`src/rtl/uw_rot_detector.sv`:
```
// uw_rot_detector: QPSK unique-word correlator with 4-way rotation estimate and frame flywheel
// Ports: clk, rst_n (async active-low) | in_valid, i_in, q_in: sample stream |
//   best_rot, rot_valid: rotation estimate | lock, uw_hit, frame_start: framing | max_score: last window score
module uw_rot_detector #(
  parameter int UW_LEN = 16,
  parameter logic [2*UW_LEN-1:0] UW_PATTERN = (2*UW_LEN)'(32'hE41B_E41B),
  parameter int THRESH = 14,
  parameter int FRAME_LEN = 256,
  parameter int MISS_MAX = 3,
  parameter int SW = $clog2(UW_LEN+1)
) (
  input  logic          clk,
  input  logic          rst_n,
  input  logic          in_valid,
  input  logic [15:0]   i_in,
  input  logic [15:0]   q_in,
  output logic [1:0]    best_rot,
  output logic          rot_valid,
  output logic          lock,
  output logic          uw_hit,
  output logic          frame_start,
  output logic [SW-1:0] max_score
);
  localparam int CW = $clog2(FRAME_LEN);
  localparam int MW = $clog2(MISS_MAX+1);
  typedef enum logic {S_SEARCH, S_LOCKED} state_t;
  state_t r_state, w_state;
  logic [2*UW_LEN-1:0] r_win;
  logic [SW-1:0] r_fill;
  logic r_v0, r_v1;
  logic [3:0][SW-1:0] r_sc, w_sc;
  logic [SW-1:0] w_best, r_max, w_max;
  logic [1:0] w_rot, r_best_rot, w_best_rot;
  logic w_hit, w_chk, r_rot_valid, w_rot_valid, r_uw, w_uw, r_fs, w_fs;
  logic [CW-1:0] r_sym, w_sym;
  logic [MW-1:0] r_miss, w_miss;
  wire w_unused = &{1'b0, i_in[14:0], q_in[14:0]};
  function automatic logic [1:0] rot(input logic [1:0] d, input logic [1:0] r);
    return r == 2'd0 ? d : r == 2'd1 ? {d[0], ~d[1]} : r == 2'd2 ? ~d : {~d[0], d[1]};
  endfunction
  // New dibit enters at the top so the oldest symbol ends up at bits [1:0], aligned to pattern symbol 0.
  always_ff @(posedge clk or negedge rst_n)
    if (!rst_n) begin
      r_win  <= '0;
      r_fill <= '0;
      r_v0   <= 1'b0;
      r_v1   <= 1'b0;
      r_sc   <= '0;
    end else begin
      r_win  <= in_valid ? {i_in[15], q_in[15], r_win[2*UW_LEN-1:2]} : r_win;
      r_fill <= (in_valid && r_fill != SW'(UW_LEN)) ? r_fill + SW'(1) : r_fill;
      r_v0   <= in_valid && r_fill >= SW'(UW_LEN-1);
      r_v1   <= r_v0;
      r_sc   <= w_sc;
    end
  always_comb begin
    w_sc = '0;
    for (int r = 0; r < 4; r++)
      for (int k = 0; k < UW_LEN; k++)
        w_sc[r] = w_sc[r] + SW'(rot(r_win[2*k +: 2], 2'(r)) == UW_PATTERN[2*k +: 2]);
  end
  // Strict '>' keeps the lowest rotation on ties.
  always_comb begin
    w_best = r_sc[0];
    w_rot  = 2'd0;
    for (int r = 1; r < 4; r++)
      if (r_sc[r] > w_best) begin
        w_best = r_sc[r];
        w_rot  = 2'(r);
      end
  end
  assign w_hit = r_v1 && w_best >= SW'(THRESH);
  assign w_chk = r_sym == CW'(FRAME_LEN-1);
  always_comb begin
    w_state     = r_state;
    w_sym       = r_sym;
    w_miss      = r_miss;
    w_best_rot  = r_best_rot;
    w_rot_valid = r_rot_valid;
    w_uw        = 1'b0;
    w_fs        = 1'b0;
    w_max       = r_max;
    if (r_v1) begin
      w_max = w_best;
      if (r_state == S_SEARCH) begin
        if (w_hit) begin
          w_state     = S_LOCKED;
          w_best_rot  = w_rot;
          w_rot_valid = 1'b1;
          w_uw        = 1'b1;
          w_fs        = 1'b1;
          w_sym       = '0;
          w_miss      = '0;
        end
      end else begin
        w_sym = w_chk ? '0 : r_sym + CW'(1);
        if (w_chk) begin
          w_fs = 1'b1;
          if (w_hit) begin
            w_best_rot = w_rot;
            w_uw       = 1'b1;
            w_miss     = '0;
          end else if (r_miss == MW'(MISS_MAX-1)) begin
            w_state = S_SEARCH;
            w_sym   = '0;
            w_miss  = '0;
          end else
            w_miss = r_miss + MW'(1);
        end
      end
    end
  end
  always_ff @(posedge clk or negedge rst_n)
    if (!rst_n) begin
      r_state     <= S_SEARCH;
      r_sym       <= '0;
      r_miss      <= '0;
      r_best_rot  <= 2'd0;
      r_rot_valid <= 1'b0;
      r_uw        <= 1'b0;
      r_fs        <= 1'b0;
      r_max       <= '0;
    end else begin
      r_state     <= w_state;
      r_sym       <= w_sym;
      r_miss      <= w_miss;
      r_best_rot  <= w_best_rot;
      r_rot_valid <= w_rot_valid;
      r_uw        <= w_uw;
      r_fs        <= w_fs;
      r_max       <= w_max;
    end
  assign best_rot    = r_best_rot;
  assign rot_valid   = r_rot_valid;
  assign lock        = r_state == S_LOCKED;
  assign uw_hit      = r_uw;
  assign frame_start = r_fs;
  assign max_score   = r_max;
endmodule

```
`config.mk`:
```
export PLATFORM = sky130hd
export DESIGN_NAME = uw_rot_detector
export DESIGN_NICKNAME = d
export VERILOG_FILES = /design/src/rtl/uw_rot_detector.sv
export SDC_FILE = /design/constraint.sdc
export NUM_CORES = 1
export LEC_CHECK = 0
export CORE_MARGIN = 2
export CORE_UTILIZATION = 54
export CTS_BUF_LIST = sky130_fd_sc_hd__clkbuf_8
export DETAILED_ROUTE_END_ITERATION = 7
export HOLD_SLACK_MARGIN = 0.02
export PLACE_DENSITY = 0.78
export SKIP_LAST_GASP = 1
export SLEW_MARGIN = 20
export SYNTH_ARGS = -nofsm -noshare
export SYNTH_HDL_FRONTEND = slang
export SYNTH_SLANG_ARGS = --single-unit
```
`constraint.sdc`:
```
create_clock -name clk -period 4.6 [get_ports clk]
set_input_delay 0.92 -clock clk [delete_from_list [all_inputs] [get_ports clk]]
set_output_delay 0.92 -clock clk [all_outputs]
set_load 0.05 [all_outputs]
```
# Word level (Yosys, flattened, before mapping)
# Index checks and enable logic that the tools add are counted.
# word_totals
elab_cells	240
regBits	80
inputBits	35
# classes
eq_ne	52
order_cmp	5
bitwise_logic	49
n_reduce_logical	24
addsub	63
n_mux	31
# op_table
cell	count
adder 5 x 1 -> 5 bit	44
== test 2 bit, second input constant	33
two-way mux 8 bit	6
NOT 1 bit	33
== test 2 x 1 -> 1 bit, second input constant	16
zero test 2 bit	16
NOT 2 bit	16
adder 4 x 1 -> 5 bit	4
two-way mux 2 bit	10
adder 3 x 1 -> 4 bit	4
greater-than comparator 5 bit	3
two-way mux 5 bit	3
adder 2 x 1 -> 3 bit	4
two-way mux 1 bit	12
>= comparator 5 x 4 -> 1 bit, second input constant	2
adder 1 x 1 -> 2 bit	4
adder 8 x 1 -> 8 bit, second input constant	1
== test 8 bit, second input constant	1
AND reduction 3 bit	2
adder 5 x 1 -> 5 bit, second input constant	1
inequality test 5 bit, second input constant	1
AND reduction 2 bit	2
logical AND 1 bit	3
adder 2 x 1 -> 2 bit, second input constant	1
other kinds (2)	2

# Depth between registers and ports, before layout
# Gate-level depths: netlist of the first run.
# depth
ltp_word	17
ltp_mapped	22
ltp_nobuf	22

# Least setup slack after synthesis of the first run
# No wires, ideal clock.
# synth_path
kind	reg-to-reg
start	register r_sc[4] in the netlist's numbering
end	register r_best_rot[0] (netlist: best_rot[0])
path_stages_with_launch	21
required_time_ps	4473
path_buffers	0
synth_period_minus_slack_ps	4728
path_slack_ps	-128
arrival_ps	4600
cell_sequence	dfrtp_1 inv_1 ha_1 a21oi_1 o21ai_1 o22ai_2 mux2i_1 ha_1 o21ai_1 a21oi_1 o31ai_2 o21ai_0 ha_1 nor2b_1 o31ai_1 a21oi_1 nor2_1 a221o_1 o31ai_4 and2_4 mux2_1
# synth_between
elab_chain_cells	11
word_cells_on_any_way	14
# synth_rtl
element	line	text
start, declared	31	logic [3:0][SW-1:0] r_sc, w_sc;
start signal, assigned	54	r_sc <= w_sc;
greater-than comparator 5 bit	67	if (r_sc[r] > w_best) begin
two-way mux 5 bit	67	
greater-than comparator 5 bit	67	
two-way mux 5 bit	67	
greater-than comparator 5 bit	67	
two-way mux 5 bit	67	
>= comparator 5 x 4 -> 1 bit	72	assign w_hit = r_v1 && w_best >= SW'(THRESH);
logical AND 1 bit	72	
two-way mux 2 bit (*)	86, 99	
two-way mux 2 bit	97	if (w_chk) begin
two-way mux 2 bit (*)	85	if (r_state == S_SEARCH) begin
end signal, assigned	127	r_best_rot <= w_best_rot;
end, declared	33	logic [1:0] w_rot, r_best_rot, w_best_rot;
# Mark *: on every way between the ends. The rest lies on a longest branch, timed or not. The select of a mux whose other input is x is not followed.
# A chain may end at the register's enable or synchronous reset.

# Worst setup path in the final report of the first run
# layout_path
start	register r_sc[3] in the netlist's numbering
end	register r_best_rot[0] (netlist: best_rot[0])
# Same word-level chain as after synthesis.

==> results of run 1 <==
==> critical path, cell delays in order, from the launching register on <==
cell and delay, ns:
dfrtp_1 0.38, inv_2 0.06, ha_4 0.26, nand4_1 0.20, o22ai_4 0.33, mux2i_2 0.30
ha_1 0.30, o21ai_2 0.20, a21oi_4 0.07, o31ai_4 0.32, o21ai_1 0.11, ha_1 0.35
o21a_1 0.21, o31ai_4 0.10, a21oi_4 0.23, buf_6 0.14, nor3_2 0.03, a221o_1 0.34
o31ai_4 0.32, and2_4 0.20, mux2_4 0.29
==> per-stage QoR <==
step                instances  cell area (sq um)
finish                    661               6265
floorplan                 473               5274
CTS                       657               6081
global route              661               6265
global placement          626               5677
detailed placement        626               5677
==> layout by cell type (no fill, tap or decap), types with 4 or more instances in the layout <==
cell type,count
dfrtp_1,80
inv_1,56
fa_1,40
mux2_2,33
nor2b_1,32
ha_1,32
buf_4,30
nor2_1,27
nand2_1,17
clkdlybuf4s50_1,14
and2_1,13
a21oi_1,11
xnor2_1,11
nand3_1,10
o21a_1,9
clkbuf_8,9
nand2b_1,7
ha_4,7
buf_6,6
a21o_1,5
nor2_2,5
nand4_1,5
a31oi_1,5
o21ai_2,4
o21ai_0,4
==> final timing paths <==
| path | start | end | slack [ns] | depth (start not counted) |
|---|---|---|---|---|
| max in group asynchronous | rst_n | r_win[23] | 3.52 | 1 |
| min in group asynchronous | rst_n | r_sc[9] | 0.58 | 1 |
| hold / removal | r_v0 | r_v1 | 0.35 | 0 |
| setup / recovery | r_sc[3] | best_rot[0] | -0.26 | 20 |
| hold reg to reg | r_v0 | r_v1 | 0.35 | 0 |
| setup reg to reg | r_sc[3] | best_rot[0] | -0.26 | 20 |
==> kinds of logic after synthesis <==
| logic type | count (synthesis) |
|---|---|
| AND/OR/NAND/NOR | 131 |
| flip-flops | 80 |
| adder cells (fa/ha/maj) | 79 |
| AO/OA/AOI/OAI | 68 |
| buffers and inverters | 64 |
| multiplexers | 40 |
| XOR/XNOR | 11 |
==> final cells by class <==
type	count	area share
flip-flops and latches	80	0.3196
multi-input cells	329	0.5243
well taps	129	0.02576
repair buffers	50	0.06910
inverters	57	0.03415
clock buffers	9	0.01977
clock inverters	7	0.007390
==> routing by layer <==
metal / vias up / global-route usage / wire length [microns]
li1: 1692 / - / -
met1: 1788 / 0.2623 / 4685
met2: 61 / 0.3746 / 5497
met3: 28 / 0.03967 / 212
met4: 0 / 0.08923 / 283
met5: - / 0 / 0
==> repair_timing <==
| item | in CTS | in global routing |
|---|---|---|
| hold buffers | 0 | 0 |
| resized for setup | 26 | 29 |
| pin swaps | 19 | 23 |
| endpoints found under the setup margin | 16 | 17 |
| setup buffers | 16 | 4 |
==> synth_stat cells, types with 3 or more instances <==
master / instances
o22ai_1: 6
a31oi_1: 5
mux2_2: 34
inv_1: 57
clkbuf_1: 7
nand3_1: 11
nor3_1: 4
a21o_1: 5
a221o_1: 3
nand2b_1: 7
ha_1: 39
and2_1: 13
a21oi_1: 17
o21a_1: 9
dfrtp_1: 80
fa_1: 40
nor2_1: 32
nand2_1: 18
o21ai_0: 9
xnor2_1: 11
mux2i_1: 5
nand4_1: 5
nor2b_1: 33
==> sequential cells by signal (all words and copies together), names as in the netlist, 2 cells and up <==
signal / flops
r_miss: 2
max_score: 5
r_sym: 8
r_fill: 5
r_sc: 20
best_rot: 2
r_win: 32
==> out/qor.yml, run 1 <==
layout:
  seq_area_sq_um: 2002
  n_antenna_cell: 0
  nets: 641
  fillers: 698
  area_growth_pct: 19.73
  fin_util: 0.6716
  multi_input_area_sq_um: 3284
  layout-drive-gt1-share: 0.2500
sta:
  fin_tns_setup_ns: -2.692
  tightest_slew_ns: 0.7199
  finalSetupViolCount: 16
  period_needed_ns: 4.864
  fmax_mhz: 205.6
  slew_headroom: 0.5200
  period_share: 1.057
  rsz0062_at_grt: "true"
  setup_ws_ns: -0.2639
  drv_slew: 0
  hold_violations: 0
  whs_ns: 0.3527
  final.setup_skew_ns: 0.009818
worst_setup_path:
  path_max_fanout: 6
  crit_type: "reg2reg"
  worstSetupEndpointType: "register"
  cp.arrival_ns: 5.12
  worstPathRequired_ns: 4.85
  critPathLaunchType: "register"
synthesis:
  ys_types: 42
  synth-compound-area-share: 0.09110
  synth_warnings: 0
  synth.area.top_cells: "dfrtp_1 (38%), fa_1 (15%), ha_1 (9.3%), mux2_2 (7.3%), inv_1 (4.1%)"
  synth_edf_count: 0
  synth_top_family_by_area: "adder cells"
  syn_inst: 473
  ys_seq_area_frac: 0.3826
  synthMuxAreaShare: 0.08489
  syn_avg_cell_area_sq_um: 11.06
  yosys.area_share.simple: 0.1308
  synth_xor_area_frac: 0.01841
  synth_nets: 587
  async_reset_ff_frac: 1.000
  synthAdderAreaFrac: 0.2463
  ys_seq_elements: 80
  synth-main-ff-cell: "dfrtp_1"
  synth_area_sq_um: 5233
  synth_top_area_frac: 0.3826
  yosysTopAreaCell: "dfrtp_1"
grt:
  grt.total_usage: 0.2148
  grt_pass1_vias: 3723
  grt_max_degree: 81
  antenna_found_initial: 0
  grt_overflow: 0
  grt_pass1_wl_microns: 17100
hold_path:
  hp-class: "reg2reg"
placement:
  gp_congestion: 0.9216
  io_buffer_count: 15
  hpwl_microns: 7386
  preCtsSetupSlack_ns: -0.3281
routing:
  remaining_drc_errors: 0
  drt_iter0_markers: 107
  routed_wirelength_microns: 10680
  ant_nets: 0
  firstDrtPassIters: 4
  wl_per_cell_microns: 16.15
  drt-vias-per-instance: 5.399
  vias: 3569
clock_tree:
  insertion_delay_ns: 0.36
  cts_buffers: 9
  clk_path_buf_depth: 2
  h-tree-depth: 3
  clockRootBuffer: "clkbuf_8"
  clk_pin_slew_ns: 0.09
  cts.sinks: 80
  cts_tree: "yes"
die:
  core.rowCount: 35
  die_h_microns: 102.4
  initial_core_util: 0.5610
  dieArea_sq_um: 10490
  fp.dieW_microns: 102.4
  io_pins: 46
  core-area_sq_um: 9328
outcome:
  violations: "setup timing"
  status: "finished, violations left"
job:
  max-cap-violations: 0
Power of run 1 is not shown: default switching activity piles up to over one toggle a cycle in this logic, so the estimate is an artifact.
==> run 2: changes to the inputs <==
SLEW_MARGIN = unset   (was 20)
==> run 2 against run 1 <==
  * Core utilization is essentially flat
  * Highest routed layer unchanged
  * Final area is essentially flat
  * Cell count is the same
  * The flow still finishes with violations (setup timing)
  * Via count is the same
  * Setup slack is the same
  * Critical path depth is the same
==> out/qor.yml, run 2 (synthesis gave the netlist of run 1 again) <==
worst_setup_path:
  critPathLaunchType: "register"
  path_max_fanout: 6  # unchanged
  worstPathRequired_ns: 4.85  # about the same
  crit_type: "reg2reg"
  worstSetupEndpointType: "register"
  cp.arrival_ns: 5.12  # about the same
sta:
  hold_violations: 0  # unchanged
  whs_ns: 0.3527  # unchanged
  setup_ws_ns: -0.2639  # unchanged
  slew_headroom: 0.3392  # -0.1809
  fmax_mhz: 205.6  # unchanged
  fin_tns_setup_ns: -2.692  # -0.00006000 ns
  rsz0062_at_grt: "true"
  final.setup_skew_ns: 0.009818  # unchanged
  finalSetupViolCount: 16  # unchanged
  tightest_slew_ns: 0.9913  # +0.2713 ns
  period_share: 1.057  # unchanged
  period_needed_ns: 4.864  # unchanged
  drv_slew: 0  # unchanged
hold_path:
  hp-class: "reg2reg"
layout:
  fin_util: 0.6712  # about the same
  layout-drive-gt1-share: 0.2500  # unchanged
  top_regs: "r_win: 32 flops, r_sc: 20 flops, r_sym: 8 flops"
  largest_reg_flops: 32  # unchanged
  regMostFlops: "r_win"
  final_common_cell: "dfrtp_1"
  area_growth_pct: 19.66  # about the same
  fin_area_sq_um: 6261  # about the same
  nets: 641  # unchanged
  n_antenna_cell: 0  # unchanged
  layout_common_cells: "dfrtp_1 (80), inv_1 (56), fa_1 (40)"
clock_tree:
  clk_pin_slew_ns: 0.09  # about the same
  cts_buffers: 9  # unchanged
  cts_hold_buf: 0  # unchanged
  h-tree-depth: 3  # unchanged
  clk_path_buf_depth: 2  # unchanged
  cts.sinks: 80  # unchanged
  clockRootBuffer: "clkbuf_8"
  cts_tree: "yes"
  insertion_delay_ns: 0.36  # about the same
routing:
  top_layer_used: "met4"
  vias: 3569  # unchanged
  dr_wl_met3_microns: 212  # unchanged
  met1Wirelength_microns: 4684  # about the same
  ant_nets: 0  # unchanged
  remaining_drc_errors: 0  # unchanged
  routed_wirelength_microns: 10680  # about the same
  drt_iter0_markers: 107  # unchanged
  wl_per_cell_microns: 16.15  # about the same
  firstDrtPassIters: 4  # unchanged
  wl_met2_microns: 5497  # unchanged
  drt-vias-per-instance: 5.399  # unchanged
die:
  core.rowCount: 35  # unchanged
  die_h_microns: 102.4  # unchanged
  initial_core_util: 0.5610  # unchanged
  fp.dieW_microns: 102.4  # unchanged
  dieArea_sq_um: 10490  # unchanged
  io_pins: 46  # unchanged
  core-area_sq_um: 9328  # unchanged
grt:
  antenna_found_initial: 0  # unchanged
  grt.total_usage: 0.2148  # unchanged
  grt_overflow: 0  # unchanged
  grt_pass1_wl_microns: 17100  # unchanged
  grt_pass1_vias: 3723  # unchanged
  grt_max_degree: 81  # unchanged
outcome:
  violations: "setup timing"
  status: "finished, violations left"
placement:
  hpwl_microns: 7386  # unchanged
  gp_congestion: 0.9216  # unchanged
  io_buffer_count: 15  # unchanged
  placed_area_sq_um: 5677  # unchanged
job:
  max-cap-violations: 0  # unchanged
==> run 2: final timing paths <==
path,start,cells after the start,end,slack (ns)
setup / recovery,r_sc[3],20,best_rot[0],-0.26
hold / removal,r_v0,0,r_v1,0.35
setup reg to reg,r_sc[3],20,best_rot[0],-0.26
hold reg to reg,r_v0,0,r_v1,0.35
max in group asynchronous,rst_n,1,r_win[23],3.25
min in group asynchronous,rst_n,1,r_sc[9],0.71
==> run 2: what timing repair did <==
action,4_1_cts,5_1_grt
gates resized for setup,26,29
endpoints found under the setup margin,16,17
pin swaps,19,23
cloned,0,0
setup buffers,16,4
==> run 2: metal layers <==
layer / vias up / track usage
li1: 1692 / -
met1: 1788 / 0.2623
met2: 61 / 0.3746
met3: 28 / 0.03967
met4: 0 / 0.08923
met5: - / 0
==> run 2: critical path, stage by stage, from the launching register on <==
cell	delay [ns]
dfrtp_1	0.38
inv_2	0.06
ha_4	0.26
nand4_1	0.20
o22ai_4	0.33
mux2i_2	0.30
ha_1	0.30
o21ai_2	0.20
a21oi_4	0.07
o31ai_4	0.32
o21ai_1	0.11
ha_1	0.35
o21a_1	0.21
o31ai_4	0.10
a21oi_4	0.23
buf_6	0.14
nor3_2	0.03
a221o_1	0.34
o31ai_4	0.32
and2_4	0.20
mux2_4	0.29
==> run 2: stage by stage <==
step | worst slack [ns] | cells
floorplan | 0.00009681 | 473
global placement | -0.1609 | 626
detailed placement | -0.3281 | 626
CTS | -0.1242 | 657
global route | -0.4684 | 661
finish | -0.2639 | 661
==> run 2: layout make-up <==
class | count | area [sq um]
timing repair buffer | 50 | 429.2
tap | 129 | 161.4
clock inverter | 7 | 46.29
sequential | 80 | 2002
multi-input combinational | 329 | 3284
fill | 698 | 3067
inverter | 57 | 214.0
clock buffer | 9 | 123.9
Power of run 2 is left out for the same reason.
